`src/rtl/aes_round_ctrl.sv`:
```
// -----------------------------------------------------------------------------
// aes_round_ctrl
//
// Sequencer for the iterative AES round datapath of the AES HWPE engine.
// Takes a job (key length, direction, block count) from the top-level FSM.
// It triggers key expansion and then, for every block:
//   - accepts a 128-bit input block (in_valid/in_ready),
//   - drives one load cycle followed by Nr round cycles,
//   - presents the result (out_valid/out_ready).
// It pulses done when the last block has been handed off.
//
// Handshake rule: a transfer happens on a rising clk edge where valid and
// ready are both high. A valid source holds valid and its payload stable
// until that edge. Ready may depend on the other side's valid or ready only
// where this header says so.
//
// Optional feature (macro AES_ROUND_CTRL_BACK2BACK_EN):
//   When defined, in_ready follows out_ready while a result is held and more
//   blocks remain. A simultaneous output and input transfer then loads the
//   next block straight into ROUND, for one block every Nr+1 cycles. When
//   undefined, in_ready is only high in READY, for one block every Nr+2
//   cycles at most.
//
// Ports:
//   clk, reset, clear      clock, sync active-high reset, sync soft clear
//   start                  job start pulse (IDLE only)
//   cfg_key_len            0=AES-128, 1=AES-192, 2=AES-256, 3=illegal
//   cfg_decrypt            1 = inverse cipher
//   cfg_num_blocks         blocks in the job
//   ks_start / ks_done     key-expansion trigger / key schedule ready
//   in_valid / in_ready    input block handshake
//   dp_load                datapath loads input XOR round key dp_round_idx
//   dp_round_en            datapath executes one round
//   dp_round_idx           round-key index for this cycle
//   dp_final_round         this round omits (Inv)MixColumns
//   dp_inv                 latched direction
//   out_valid / out_ready  result block handshake
//   busy, done, err_cfg    status; done and err_cfg are one-cycle pulses
//   block_cnt              blocks completed in the current job
//   dbg_state              current FSM state encoding (debug observation)
// -----------------------------------------------------------------------------
module aes_round_ctrl #(
  parameter int CNT_W  = 16,
  parameter int RIDX_W = 4
) (
  input  logic              clk,
  input  logic              reset,
  input  logic              clear,
  input  logic              start,
  input  logic [1:0]        cfg_key_len,
  input  logic              cfg_decrypt,
  input  logic [CNT_W-1:0]  cfg_num_blocks,
  output logic              ks_start,
  input  logic              ks_done,
  input  logic              in_valid,
  output logic              in_ready,
  output logic              dp_load,
  output logic              dp_round_en,
  output logic [RIDX_W-1:0] dp_round_idx,
  output logic              dp_final_round,
  output logic              dp_inv,
  output logic              out_valid,
  input  logic              out_ready,
  output logic              busy,
  output logic              done,
  output logic              err_cfg,
  output logic [CNT_W-1:0]  block_cnt,
  output logic [2:0]        dbg_state
);

  typedef enum logic [2:0] {
    S_IDLE    = 3'd0,
    S_KEY_EXP = 3'd1,
    S_READY   = 3'd2,
    S_ROUND   = 3'd3,
    S_HOLD    = 3'd4
  } state_t;

  // Number of rounds for a key length; the illegal code never reaches here.
  function automatic logic [RIDX_W-1:0] nr_of(input logic [1:0] kl);
    case (kl)
      2'd0:    nr_of = RIDX_W'(10);
      2'd1:    nr_of = RIDX_W'(12);
      default: nr_of = RIDX_W'(14);
    endcase
  endfunction

  state_t             state_q, state_d;
  logic [RIDX_W-1:0]  nr_q, nr_d;
  logic               dec_q, dec_d;
  logic [CNT_W-1:0]   num_blocks_q, num_blocks_d;
  logic [CNT_W-1:0]   block_cnt_q, block_cnt_d;
  logic [RIDX_W-1:0]  round_idx_q, round_idx_d;
  logic               final_q, final_d;
  logic               round_en_q, round_en_d;
  logic               in_ready_q, in_ready_d;
  logic               out_valid_q, out_valid_d;
  logic               ks_start_q, ks_start_d;
  logic               busy_q, busy_d;
  logic               done_q, done_d;
  logic               err_cfg_q, err_cfg_d;

  logic               last_blk;
  logic               in_hs;
  logic               out_hs;
  logic [RIDX_W-1:0]  load_idx;
  logic [RIDX_W-1:0]  first_idx;
  logic [RIDX_W-1:0]  final_idx;

  // The block being held is the last one of the job.
  assign last_blk  = (block_cnt_q + CNT_W'(1)) == num_blocks_q;

  // Round-key indices: encryption walks 0 (load), 1..Nr; decryption walks
  // Nr (load), Nr-1..0.
  assign load_idx  = dec_q ? nr_q : '0;
  assign first_idx = dec_q ? (nr_q - RIDX_W'(1)) : RIDX_W'(1);
  assign final_idx = dec_q ? '0 : nr_q;

`ifdef AES_ROUND_CTRL_BACK2BACK_EN
  // While a result is held and more blocks remain, accept the next block in
  // the same cycle the sink takes the result.
  assign in_ready = in_ready_q | ((state_q == S_HOLD) & ~last_blk & out_ready);
`else
  assign in_ready = in_ready_q;
`endif

  assign in_hs  = in_ready & in_valid;
  assign out_hs = out_valid_q & out_ready;

  // The load happens in the input-handshake cycle itself, so dp_load and its
  // index qualify the registered ready with the live in_valid.
  assign dp_load      = in_hs;
  assign dp_round_idx = round_en_q ? round_idx_q : (in_hs ? load_idx : '0);

  assign ks_start       = ks_start_q;
  assign dp_round_en    = round_en_q;
  assign dp_final_round = final_q;
  assign dp_inv         = dec_q;
  assign out_valid      = out_valid_q;
  assign busy           = busy_q;
  assign done           = done_q;
  assign err_cfg        = err_cfg_q;
  assign block_cnt      = block_cnt_q;
  assign dbg_state      = state_q;

  always_comb begin
    state_d      = state_q;
    nr_d         = nr_q;
    dec_d        = dec_q;
    num_blocks_d = num_blocks_q;
    block_cnt_d  = block_cnt_q;
    round_idx_d  = '0;
    ks_start_d   = 1'b0;
    done_d       = 1'b0;
    err_cfg_d    = 1'b0;

    case (state_q)
      S_IDLE: begin
        if (start) begin
          if (cfg_key_len == 2'd3) begin
            err_cfg_d = 1'b1;
          end else if (cfg_num_blocks == '0) begin
            done_d = 1'b1;
          end else begin
            state_d      = S_KEY_EXP;
            ks_start_d   = 1'b1;
            block_cnt_d  = '0;
            nr_d         = nr_of(cfg_key_len);
            dec_d        = cfg_decrypt;
            num_blocks_d = cfg_num_blocks;
          end
        end
      end

      S_KEY_EXP: begin
        // ks_done is ignored in the ks_start cycle so that a level left
        // high from an earlier job cannot skip the expansion.
        if (!ks_start_q && ks_done) begin
          state_d = S_READY;
        end
      end

      S_READY: begin
        if (in_hs) begin
          state_d     = S_ROUND;
          round_idx_d = first_idx;
        end
      end

      S_ROUND: begin
        if (final_q) begin
          state_d = S_HOLD;
        end else begin
          round_idx_d = dec_q ? (round_idx_q - RIDX_W'(1))
                              : (round_idx_q + RIDX_W'(1));
        end
      end

      S_HOLD: begin
        if (out_hs) begin
          block_cnt_d = block_cnt_q + CNT_W'(1);
          if (last_blk) begin
            state_d = S_IDLE;
            done_d  = 1'b1;
          end else if (in_hs) begin
            // Only reachable with back-to-back loading enabled.
            state_d     = S_ROUND;
            round_idx_d = first_idx;
          end else begin
            state_d = S_READY;
          end
        end
      end

      default: begin
        state_d = S_IDLE;
      end
    endcase

    // Level outputs are registered from the next state.
    in_ready_d  = (state_d == S_READY);
    out_valid_d = (state_d == S_HOLD);
    round_en_d  = (state_d == S_ROUND);
    busy_d      = (state_d != S_IDLE);
    final_d     = (state_d == S_ROUND) && (round_idx_d == final_idx);
  end

  always_ff @(posedge clk) begin
    if (reset || clear) begin
      state_q      <= S_IDLE;
      nr_q         <= '0;
      dec_q        <= 1'b0;
      num_blocks_q <= '0;
      block_cnt_q  <= '0;
      round_idx_q  <= '0;
      final_q      <= 1'b0;
      round_en_q   <= 1'b0;
      in_ready_q   <= 1'b0;
      out_valid_q  <= 1'b0;
      ks_start_q   <= 1'b0;
      busy_q       <= 1'b0;
      done_q       <= 1'b0;
      err_cfg_q    <= 1'b0;
    end else begin
      state_q      <= state_d;
      nr_q         <= nr_d;
      dec_q        <= dec_d;
      num_blocks_q <= num_blocks_d;
      block_cnt_q  <= block_cnt_d;
      round_idx_q  <= round_idx_d;
      final_q      <= final_d;
      round_en_q   <= round_en_d;
      in_ready_q   <= in_ready_d;
      out_valid_q  <= out_valid_d;
      ks_start_q   <= ks_start_d;
      busy_q       <= busy_d;
      done_q       <= done_d;
      err_cfg_q    <= err_cfg_d;
    end
  end

endmodule

```
`config.mk`:
```
export PLATFORM = sky130hd
export DESIGN_NAME = aes_round_ctrl
export DESIGN_NICKNAME = d
export VERILOG_FILES = /design/src/rtl/aes_round_ctrl.sv
export SDC_FILE = /design/constraint.sdc
export NUM_CORES = 1
export LEC_CHECK = 0
export BUFFER_PORTS_ARGS = -buffer_cell sky130_fd_sc_hd__clkbuf_2
export CAP_MARGIN = 20
export CELL_PAD_IN_SITES_DETAIL_PLACEMENT = 2
export CELL_PAD_IN_SITES_GLOBAL_PLACEMENT = 2
export CORE_ASPECT_RATIO = 2
export CORE_MARGIN = 2
export CORE_UTILIZATION = 33
export DETAILED_ROUTE_END_ITERATION = 10
export GPL_TIMING_DRIVEN = 0
export MAX_ROUTING_LAYER = met4
export PLACE_DENSITY_LB_ADDON = 0.15
export SLEW_MARGIN = 20
export SYNTH_ARGS = -nofsm -noshare
export SYNTH_HDL_FRONTEND = slang
export SYNTH_SLANG_ARGS = --single-unit
```
`constraint.sdc`:
```
create_clock -name clk -period 3.7 [get_ports clk]
set_clock_uncertainty 0.2 [all_clocks]
set_input_delay 0.555 -clock clk [delete_from_list [all_inputs] [get_ports clk]]
set_output_delay 0.555 -clock clk [all_outputs]
set_load 0.1 [all_outputs]
```
==> flow_summary.ini <==
[sta]
whs_ns = 0.305
max_freq_mhz = 288
fin_crit_sh_pct = 94.0
hold_viol = 0
tightest_slew_ns = 0.922
setup_viol = 0
maxSlewViolCount = 0
timing.slew.headroom_pct = 37.7
rsz0062_at_grt = false
final.min_clock_period_ns = 3.48
finalWorstSetupSlack_ns = 0.224

[finish]
nets = 480
n_antenna_cell = 0
multi_input_area_sq_um = 2100
drive_gt1_share_pct = 25.3
finalNonFillerCells = 582
fillCellCount = 1124
final_util_pct = 41.1
area_growth_pct = 22.5
seq_area_sq_um = 1020

[die]
fp.dieW_um = 74.0
num_rows = 51
start_util_pct = 33.5
pin_count = 59
core-area_sq_um = 9640
fp.dieH_um = 144
die_area_sq_um = 10600

[pwr]
p_leak_uw = 0.00165
swShare_pct = 24.3
peakVddDrop_uv = 212
p_per_area_nw_per_um2 = 333
seq_power_share_pct = 43.0
power.share.clock_pct = 46.3
comb_power_share_pct = 10.8
switchingPower_uw = 320
internal_power_uw = 996

[cts]
clockRootBuffer = clkbuf_16
clock-sinks = 51
clk_pin_slew_ns = 0.07
cts_tree = done
numCtsBuffers = 5
insertion_delay_ns = 0.30
cts_buffer_depth = 2
cts_hold_buf = 0
htree_levels = 2

[critical_path]
rr_worst_depth = 10
r2r-end = dp_final_round
reg2reg_setup_slack_ns = 0.22
critPathTopFamily = compound AO/OA/AOI/OAI gates
critPathCaptureType = register
slowest_delay_ns = 0.46
crit_type = register to register
crit_chain = ha_1, buf_2, nand4_4, nor3_4, mux2_2, a2111oi_2, nand4_1, a21oi_2, mux2i_1, a221oi_2
timing.rr.start = block_cnt[0]
cp.arrival_ns = 3.45
crit_path_start_kind = register
path_buf_inv = 1
worst_ep_required_time_ns = 3.67
path_max_fanout = 8
worst_path_max_delay_cell = dfxtp_2

[placed_design]
pre_cts_ws_ns = -0.127
gp_congestion = 0.872
hpwl_um = 9550
port_buffers = 58
dp_cells = 573

[detailed_routing]
drt_iter0_drc = 75
vias_per_cell = 5.49
post_drt_wl_per_cell_um = 20.4
ant_nets = 0
drtPass1Iterations = 4
num_vias = 3197
wl_um = 11900
drc = 0

[grt]
grt_use_total_pct = 24.6
grt_pass1_wl_um = 18800
grt_overflow = 0
grt_pass1_vias = 3530
antenna_found_initial = 0
grt_max_degree = 16

[yosys]
syn_area_per_cell_sq_um = 8.43
synth_enable_flop_cells = 0
ys_seq_area_share_pct = 31.6
yosys.cell_count.top_type = nor2_1
ys.flop_type = dfxtp_1
synthTopCellsByArea = dfxtp_1 (32%), nor2_1 (7.3%), mux2i_1 (5.9%), a21oi_1 (3.4%), nand2_1 (3.3%)
synth.cell_area_sq_um = 3230
syn_inst = 383
synthTopCellsByCount = nor2_1 (63), dfxtp_1 (51), nand2_1 (28), a21oi_1 (22)
synthArstFlopShare_pct = 0
yosys_warnings = 0
synthesis.nets = 414
ys_ff_latch = 51
synth_top_area_cell = dfxtp_1
synth_top_area_share_pct = 31.6
synth_cell_types = 70

[worst_hold_path]
hold_start = cfg_decrypt
whs_endpoint = dp_inv
min_path_cells = 3
hold_class = primary input to register

[outcome]
outcome = finished, final reports clean

[run]
cap_violations = 0
-- layout by cell type (no fill, tap or decap), drive strengths merged, types with 4 or more instances in the layout --
| master | instances |
|---|---|
| and2 | 5 |
| nand3 | 10 |
| a211oi | 4 |
| nor2 | 63 |
| nor3 | 10 |
| nand2b | 4 |
| ha | 4 |
| mux2i | 19 |
| o21ai | 19 |
| a21oi | 24 |
| clkbuf | 76 |
| nor4 | 12 |
| a2111oi | 4 |
| o22ai | 6 |
| buf | 12 |
| and3 | 4 |
| nand3b | 5 |
| xor2 | 8 |
| nand4 | 9 |
| nand2 | 28 |
| dfxtp | 51 |
| xnor2 | 12 |
| o31ai | 5 |
-- stage by stage --
stage / TNS (ns) / area [sq um] / power, uW
after floorplan: -0.0259 / 3280 / 670
after global placement: -0.101 / 3730 / 718
after detailed placement: -0.127 / 3730 / 722
after CTS: 0 / 3940 / 1330
after global routing: 0 / 3960 / 1360
final: 0 / 3960 / 1320
-- worst max path at each step --
stage	end	start	slack, ns	cells past startpoint
3_3_place_gp	dp_final_round	block_cnt[0]	-0.10	10
2_1_floorplan	dp_round_idx[1]	in_ready	-0.03	4
4_1_cts	dp_final_round	block_cnt[0]	0.08	10
3_5_place_dp	dp_final_round	block_cnt[0]	-0.13	10
5_1_grt	dp_final_round	block_cnt[0]	0.01	10
6_report	dp_final_round	block_cnt[0]	0.22	10
-- tightest hold or removal path: stages --
cell and delay, ns:
clkbuf_2 0.08, mux2i_1 0.05, nor2_1 0.08
-- logic make-up (layout without fill, tap and decap cells) --
kind of cell	after synthesis	after routing	synth area share, %
buf+inv	27	94	5.46
compound gates	86	86	18.2
simple gates	173	173	30.4
mux	21	21	6.70
fa+ha+maj	5	5	2.17
flops	51	51	31.6
xor+xnor	20	20	5.42
-- timing repair --
action,4_1_cts,5_1_grt
pin swaps,0,1
setup endpoints to repair,1,1
gates resized for setup,3,1
setup buffers,0,1
-- power groups by stage --
stage | sequential (uW) | clock (uW) | combinational (uW)
floorplan | 593 | 0 | 77.2
global route | 567 | 641 | 155
finish | 565 | 609 | 142
CTS | 566 | 618 | 145
detailed placement | 579 | 0 | 144
global placement | 578 | 0 | 140
-- area by class of cell --
type,instances,area share [%]
clock inverters,2,1.52
multi-input cells,305,53.1
well taps,132,4.17
repair buffers,59,7.53
clock buffers,6,3.26
plain buffers,23,4.08
inverters,4,0.474
flip-flops and latches,51,25.9
-- sequential cells by signal (all words and copies together), names as in the netlist --
name,flops
out_valid,1
dp_round_en,1
in_ready,1
dp_final_round,1
err_cfg,1
dbg_state,3
round_idx_q,4
busy,1
done,1
ks_start,1
num_blocks_q,16
nr_q,3
block_cnt,16
dp_inv,1
-- routing by layer --
metal | vias to the layer above | part of all wire (%) | GRT usage [%]
met4 | 0 | 3.8 | 11.1
met3 | 23 | 2.1 | 2.38
met2 | 61 | 61 | 48.5
met5 | - | 0 | -
met1 | 1586 | 33 | 22.4
li1 | 1527 | - | -
Note: power is estimated with default switching activity, not from simulation.
